### config.mk
export PLATFORM = sky130hd
export DESIGN_NAME = fifo_wr_arbiter
export DESIGN_NICKNAME = d
export VERILOG_FILES = /design/src/rtl/fifo_wr_arbiter_pkg.sv /design/src/rtl/fifo_wr_arbiter_rr_pick.sv /design/src/rtl/fifo_wr_arbiter.sv
export SDC_FILE = /design/constraint.sdc
export NUM_CORES = 1
export LEC_CHECK = 0
export BUFFER_PORTS_ARGS = -buffer_cell sky130_fd_sc_hd__buf_2
export CAP_MARGIN = 30
export CORE_MARGIN = 2
export CORE_UTILIZATION = 39
export CTS_CLUSTER_DIAMETER = 50
export DETAILED_ROUTE_END_ITERATION = 7
export PLACE_DENSITY_LB_ADDON = 0.08
export SLEW_MARGIN = 0
export SYNTH_ARGS = -nofsm -noshare
export SYNTH_HDL_FRONTEND = slang
export SYNTH_SLANG_ARGS = --single-unit
### constraint.sdc
create_clock -name clk -period 2.01 [get_ports clk]
set_input_delay 0.201 -clock clk [delete_from_list [all_inputs] [get_ports clk]]
set_output_delay 0.201 -clock clk [all_outputs]
set_load 0.1 [all_outputs]
### src/rtl/fifo_wr_arbiter_pkg.sv
// Shared definitions for the FIFO write-side arbiter and its round-robin picker.
package fifo_wr_arbiter_pkg;

  typedef enum logic {
    ST_IDLE  = 1'b0,
    ST_BURST = 1'b1
  } arb_state_t;

  function automatic int unsigned clog2(input int unsigned value);
    int unsigned result;
    result = 0;
    while ((32'd1 << result) < value) begin
      result++;
    end
    return result;
  endfunction

endpackage

### src/rtl/fifo_wr_arbiter_rr_pick.sv
// Combinational round-robin picker: first asserted request after last_ptr, modulo NREQ.
module rr_pick #(
  parameter int unsigned NREQ = 4,
  parameter int unsigned IDW  = 2
) (
  input  logic [NREQ-1:0] req,
  input  logic [IDW-1:0]  last_ptr,
  output logic [IDW-1:0]  winner,
  output logic            any_req
);

  always_comb begin
    winner  = '0;
    any_req = |req;
    // Scan from the farthest offset down so the nearest request after last_ptr wins.
    for (int unsigned k = NREQ; k > 0; k--) begin
      if (req[(32'(last_ptr) + k) % NREQ]) begin
        winner = IDW'((32'(last_ptr) + k) % NREQ);
      end
    end
  end

endmodule

### src/rtl/fifo_wr_arbiter.sv
// Round-robin burst arbiter sharing one FIFO write port among NREQ valid/ready producers.
module fifo_wr_arbiter
  import fifo_wr_arbiter_pkg::*;
#(
  parameter int unsigned NREQ      = 4,
  parameter int unsigned DATA_W    = 16,
  parameter int unsigned MAX_BURST = 8,
  parameter int unsigned IDW       = 2
) (
  input  logic                   clk,
  input  logic                   rst,
  input  logic [NREQ-1:0]        req_valid,
  input  logic [NREQ*DATA_W-1:0] req_data,
  output logic [NREQ-1:0]        req_ready,
  input  logic                   fifo_full,
  output logic                   fifo_wea,
  output logic [DATA_W-1:0]      fifo_dina,
  output logic                   grant_active,
  output logic [IDW-1:0]         grant_id
);

  arb_state_t     state_q, state_d;
  logic [IDW-1:0] grant_id_q, grant_id_d;
  logic [IDW-1:0] last_ptr_q, last_ptr_d;
  logic [7:0]     beat_cnt_q, beat_cnt_d;
  logic [IDW-1:0] winner;
  logic           any_req;
  logic           beat;

  rr_pick #(
    .NREQ (NREQ),
    .IDW  (IDW)
  ) u_rr_pick (
    .req      (req_valid),
    .last_ptr (last_ptr_q),
    .winner   (winner),
    .any_req  (any_req)
  );

  always_comb begin
    state_d      = state_q;
    grant_id_d   = grant_id_q;
    last_ptr_d   = last_ptr_q;
    beat_cnt_d   = beat_cnt_q;
    req_ready    = '0;
    fifo_wea     = 1'b0;
    fifo_dina    = '0;
    grant_active = 1'b0;
    beat         = 1'b0;
    case (state_q)
      ST_IDLE: begin
        if (any_req) begin
          grant_id_d = winner;
          beat_cnt_d = '0;
          state_d    = ST_BURST;
        end
      end
      ST_BURST: begin
        grant_active          = 1'b1;
        req_ready[grant_id_q] = ~fifo_full;
        fifo_dina             = req_data[int'(grant_id_q)*DATA_W +: DATA_W];
        beat                  = req_valid[grant_id_q] & ~fifo_full;
        fifo_wea              = beat;
        // Full alone stalls; only a dropped valid or the final beat releases.
        if (!req_valid[grant_id_q] ||
            (beat && beat_cnt_q == 8'(MAX_BURST - 1))) begin
          last_ptr_d = grant_id_q;
          beat_cnt_d = '0;
          state_d    = ST_IDLE;
        end else if (beat) begin
          beat_cnt_d = beat_cnt_q + 8'd1;
        end
      end
      default: state_d = ST_IDLE;
    endcase
  end

  always_ff @(posedge clk) begin
    if (rst) begin
      state_q    <= ST_IDLE;
      grant_id_q <= '0;
      last_ptr_q <= IDW'(NREQ - 1);
      beat_cnt_q <= '0;
    end else begin
      state_q    <= state_d;
      grant_id_q <= grant_id_d;
      last_ptr_q <= last_ptr_d;
      beat_cnt_q <= beat_cnt_d;
    end
  end

  assign grant_id = grant_id_q;

endmodule

==> reports/results.tsv <==
stage	metric	value	unit
outcome	status	finished, final reports clean	
floorplan	Die Ht	61.8	um
route	WL final	3880	um
clock_network	Root Buffer	clkbuf_4	
route	DR iter-0 viols	39	
sta	Setup TNS	0	ns
power	Lkg Pwr	0.898	nW
synth	Yosys top cell area share	0.294	
sta	Final period util	0.970	
sta	worst hold slack	0.118	ns
worst_setup_path	flop2flop setup slack	0.31	ns
worst_setup_path	R2R Path End	beat_cnt_q[3]	
route	# DRC	0	
global_routing	GR Util All Layers	0.192	
placed_design	IO buf count	94	
sta	Fmax achieved	513	MHz
sta	RSZ-0062 raised after global routing	false	
floorplan	Ports	95	
route	drt pass-1 iters	4	
synth	most frequent cells after synthesis	17 x and2_1, 17 x mux4_2, 13 x dfxtp_1	
synth	Main synth FF type	dfxtp_1	
synth	Post-synth EDFFs	0	
synth	syn nets	200	
sta	Final Hold Fails	0	
route	vias post-DR	1402	
placed_design	Inst Count DP	258	
power	power per cell area	607	mW/mm2
worst_setup_path	slowest CP cell	mux4_2	
worst_setup_path	capture point of the worst path	fifo_dina[3]	
floorplan	initial core utilization	0.419	
worst_setup_path	CP startpoint	grant_id[0]	
finish	fin cells	264	
power	Tot Pwr	1.20	mW
placed_design	hpwl dp	3140	um
global_routing	initial antenna violation count	0	
sta	final setup fails	0	
synth	syn avg cell area	10.2	um2
clock_network	CTS Buf Count	3	
worst_setup_path	Critical R2R Launch	beat_cnt_q[0]	
synth	fraction of registers with async set or reset after synthesis	0	
job	Max Cap Violations	0	
floorplan	core area	0.00310	mm2
placed_design	GP Congestion	0.765	
finish	share of cells above drive strength 1	0.677	
clock_network	H-tree Lvls	1	
worst_setup_path	CP Launch Type	register	
global_routing	global-route wire length before repair	5490	um
finish	multi-input logic area	0.00106	mm2
floorplan	Die X	61.8	um
clock_network	CTS tree	yes	
worst_setup_path	CP endpoint kind	primary output	
clock_network	CTS clock-pin slew for the worst setup and hold paths	0.07	ns
synth	Post-Synthesis Cells	128	
synth	largest cells by area after synthesis	mux4_2 29%, dfxtp_1 20%, and2_1 8.2%, a21oi_1 3.5%, o211ai_4 3.3%	
floorplan	row cnt	20	
worst_setup_path	R2R depth	5	
sta	crit path time final	1.95	ns
worst_setup_path	Worst path max stage delay	0.51	ns
synth	synthesized area	0.00130	mm2
finish	antenna cells	0	
worst_setup_path	delay-heaviest family, CP	multiplexers	
worst_setup_path	CP bufs+invs	2	
route	Vias/cell	5.31	
synth	FF+latch count, synth	13	
finish	area delta synth->final	52.5	%
sta	Rel. slew slack	0.672	
synth	Yosys Warn Count	0	
worst_setup_path	Critical Path AT	1.75	ns
worst_setup_path	Crit path depth	4	
sta	Worst Tran Pin Value	0.495	ns
worst_setup_path	CP cell instances	buf_12, mux4_2, and2_4, buf_2	
synth	Yosys cell types	40	
clock_network	CTS Buffer Depth	2	
synth	sequential fraction of the synthesis area	0.200	
global_routing	GRT Residual Overflow	0	
worst_setup_path	crit-path max FO	12	
finish	Core Util, Final	0.640	
finish	fin nets	293	
global_routing	vias in the first global route	1266	
power	worst vdd ir	451	uV
sta	clock skew	0.00369	ns
route	wire per inst	14.7	um
clock_network	clk sink count	13	
route	Antenna Nets Post-Route	0	
finish	Reg area	272	um2
global_routing	pin count of the biggest net entering global routing	30	
floorplan	die area	0.00381	mm2
worst_setup_path	Req. time, crit path	1.81	ns
finish	FILL cells	290	
worst_setup_path	critical path class	register to primary output	
synth	largest area contributor in the netlist	mux4_2	
clock_network	worst skew pair latency	0.27	ns
hold_path	Worst Hold Class	input port to register	
sta	fin. max-slew vios	0	
[kinds of logic (layout without fill, tap and decap cells)]
| logic type | count (synthesis) | in the layout | synth area share |
|---|---|---|---|
| adder cells (fa/ha/maj) | 1 | 1 | 0.00961 |
| XOR/XNOR | 2 | 2 | 0.0135 |
| multiplexers | 20 | 20 | 0.318 |
| AND/OR/NAND/NOR | 50 | 50 | 0.237 |
| buffers and inverters | 13 | 105 | 0.0481 |
| AO/OA/AOI/OAI | 29 | 29 | 0.173 |
| flip-flops | 13 | 13 | 0.200 |
[registers in the layout, summed over array words and instances, names as in the netlist]
signal	flops
last_ptr_q	2
state_q	1
grant_id	2
beat_cnt_q	8
[per-layer routing]
| metal | up-vias | part of all wire | GRT usage |
|---|---|---|---|
| met5 | - | 0 | 0 |
| met4 | 0 | 0.010 | 0.0334 |
| met3 | 4 | 0.075 | 0.0476 |
| met2 | 56 | 0.54 | 0.358 |
| met1 | 665 | 0.38 | 0.224 |
| li1 | 677 | - | - |
[metrics by stage]
stage	instance area (um2)	setup slack, ns
after floorplan	1410	-0.0173
after global placement	1900	0.181
after detailed placement	1900	0.164
after CTS	1950	0.0156
after global routing	1980	0.000982
final	1980	0.0609
[power by group]
group,switching (mW),internal [mW]
combinational,0.467,0.273
clock,0.0834,0.0769
sequential,0.0326,0.271
total,0.583,0.621
[layout by cell type, fill, tap and decap left out, types with 2 or more instances in the layout]
cell type and instances:
clkbuf_4 8, o21ai_1 4, dfxtp_1 10, o21a_1 2, or4_1 2, buf_4 6, xor2_1 2, buf_6 2
o211ai_4 2, nand2_1 11, a211o_1 2, mux2i_1 2, nor2_1 5, a21oi_1 9, and2_4 14, nor3b_4 2
and2_2 2, or3_1 2, inv_1 3, nor4b_2 2, o31ai_1 2, mux4_2 17, buf_12 2, buf_2 82
dfxtp_4 3
[worst min-delay path by stage]
stage	cells after the start	slack [ns]	start	endpoint
detailed placement	2	0.41	rst	grant_id[1]
floorplan	1	0.26	rst	grant_id[1]
CTS	2	0.11	rst	grant_id[1]
global route	2	0.12	rst	state_q
global placement	2	0.40	rst	grant_id[1]
finish	2	0.12	rst	grant_id[1]
[final cells by class]
class,instances,share of cell area
Multi-Input combinational cell,102,0.535
Timing Repair Buffer,97,0.280
Sequential cell,13,0.137
Tap cell,44,0.0277
Clock buffer,4,0.0132
Inverter,4,0.00757
[repair_timing]
| item | in CTS | in global routing |
|---|---|---|
| setup endpoints to repair | 16 | 18 |
| hold buffers | 0 | 0 |
| gates cloned | 0 | 0 |
| gates resized for setup | 0 | 18 |
| setup buffers | 2 | 0 |
No activity file was read; power rests on OpenSTA's default activity.
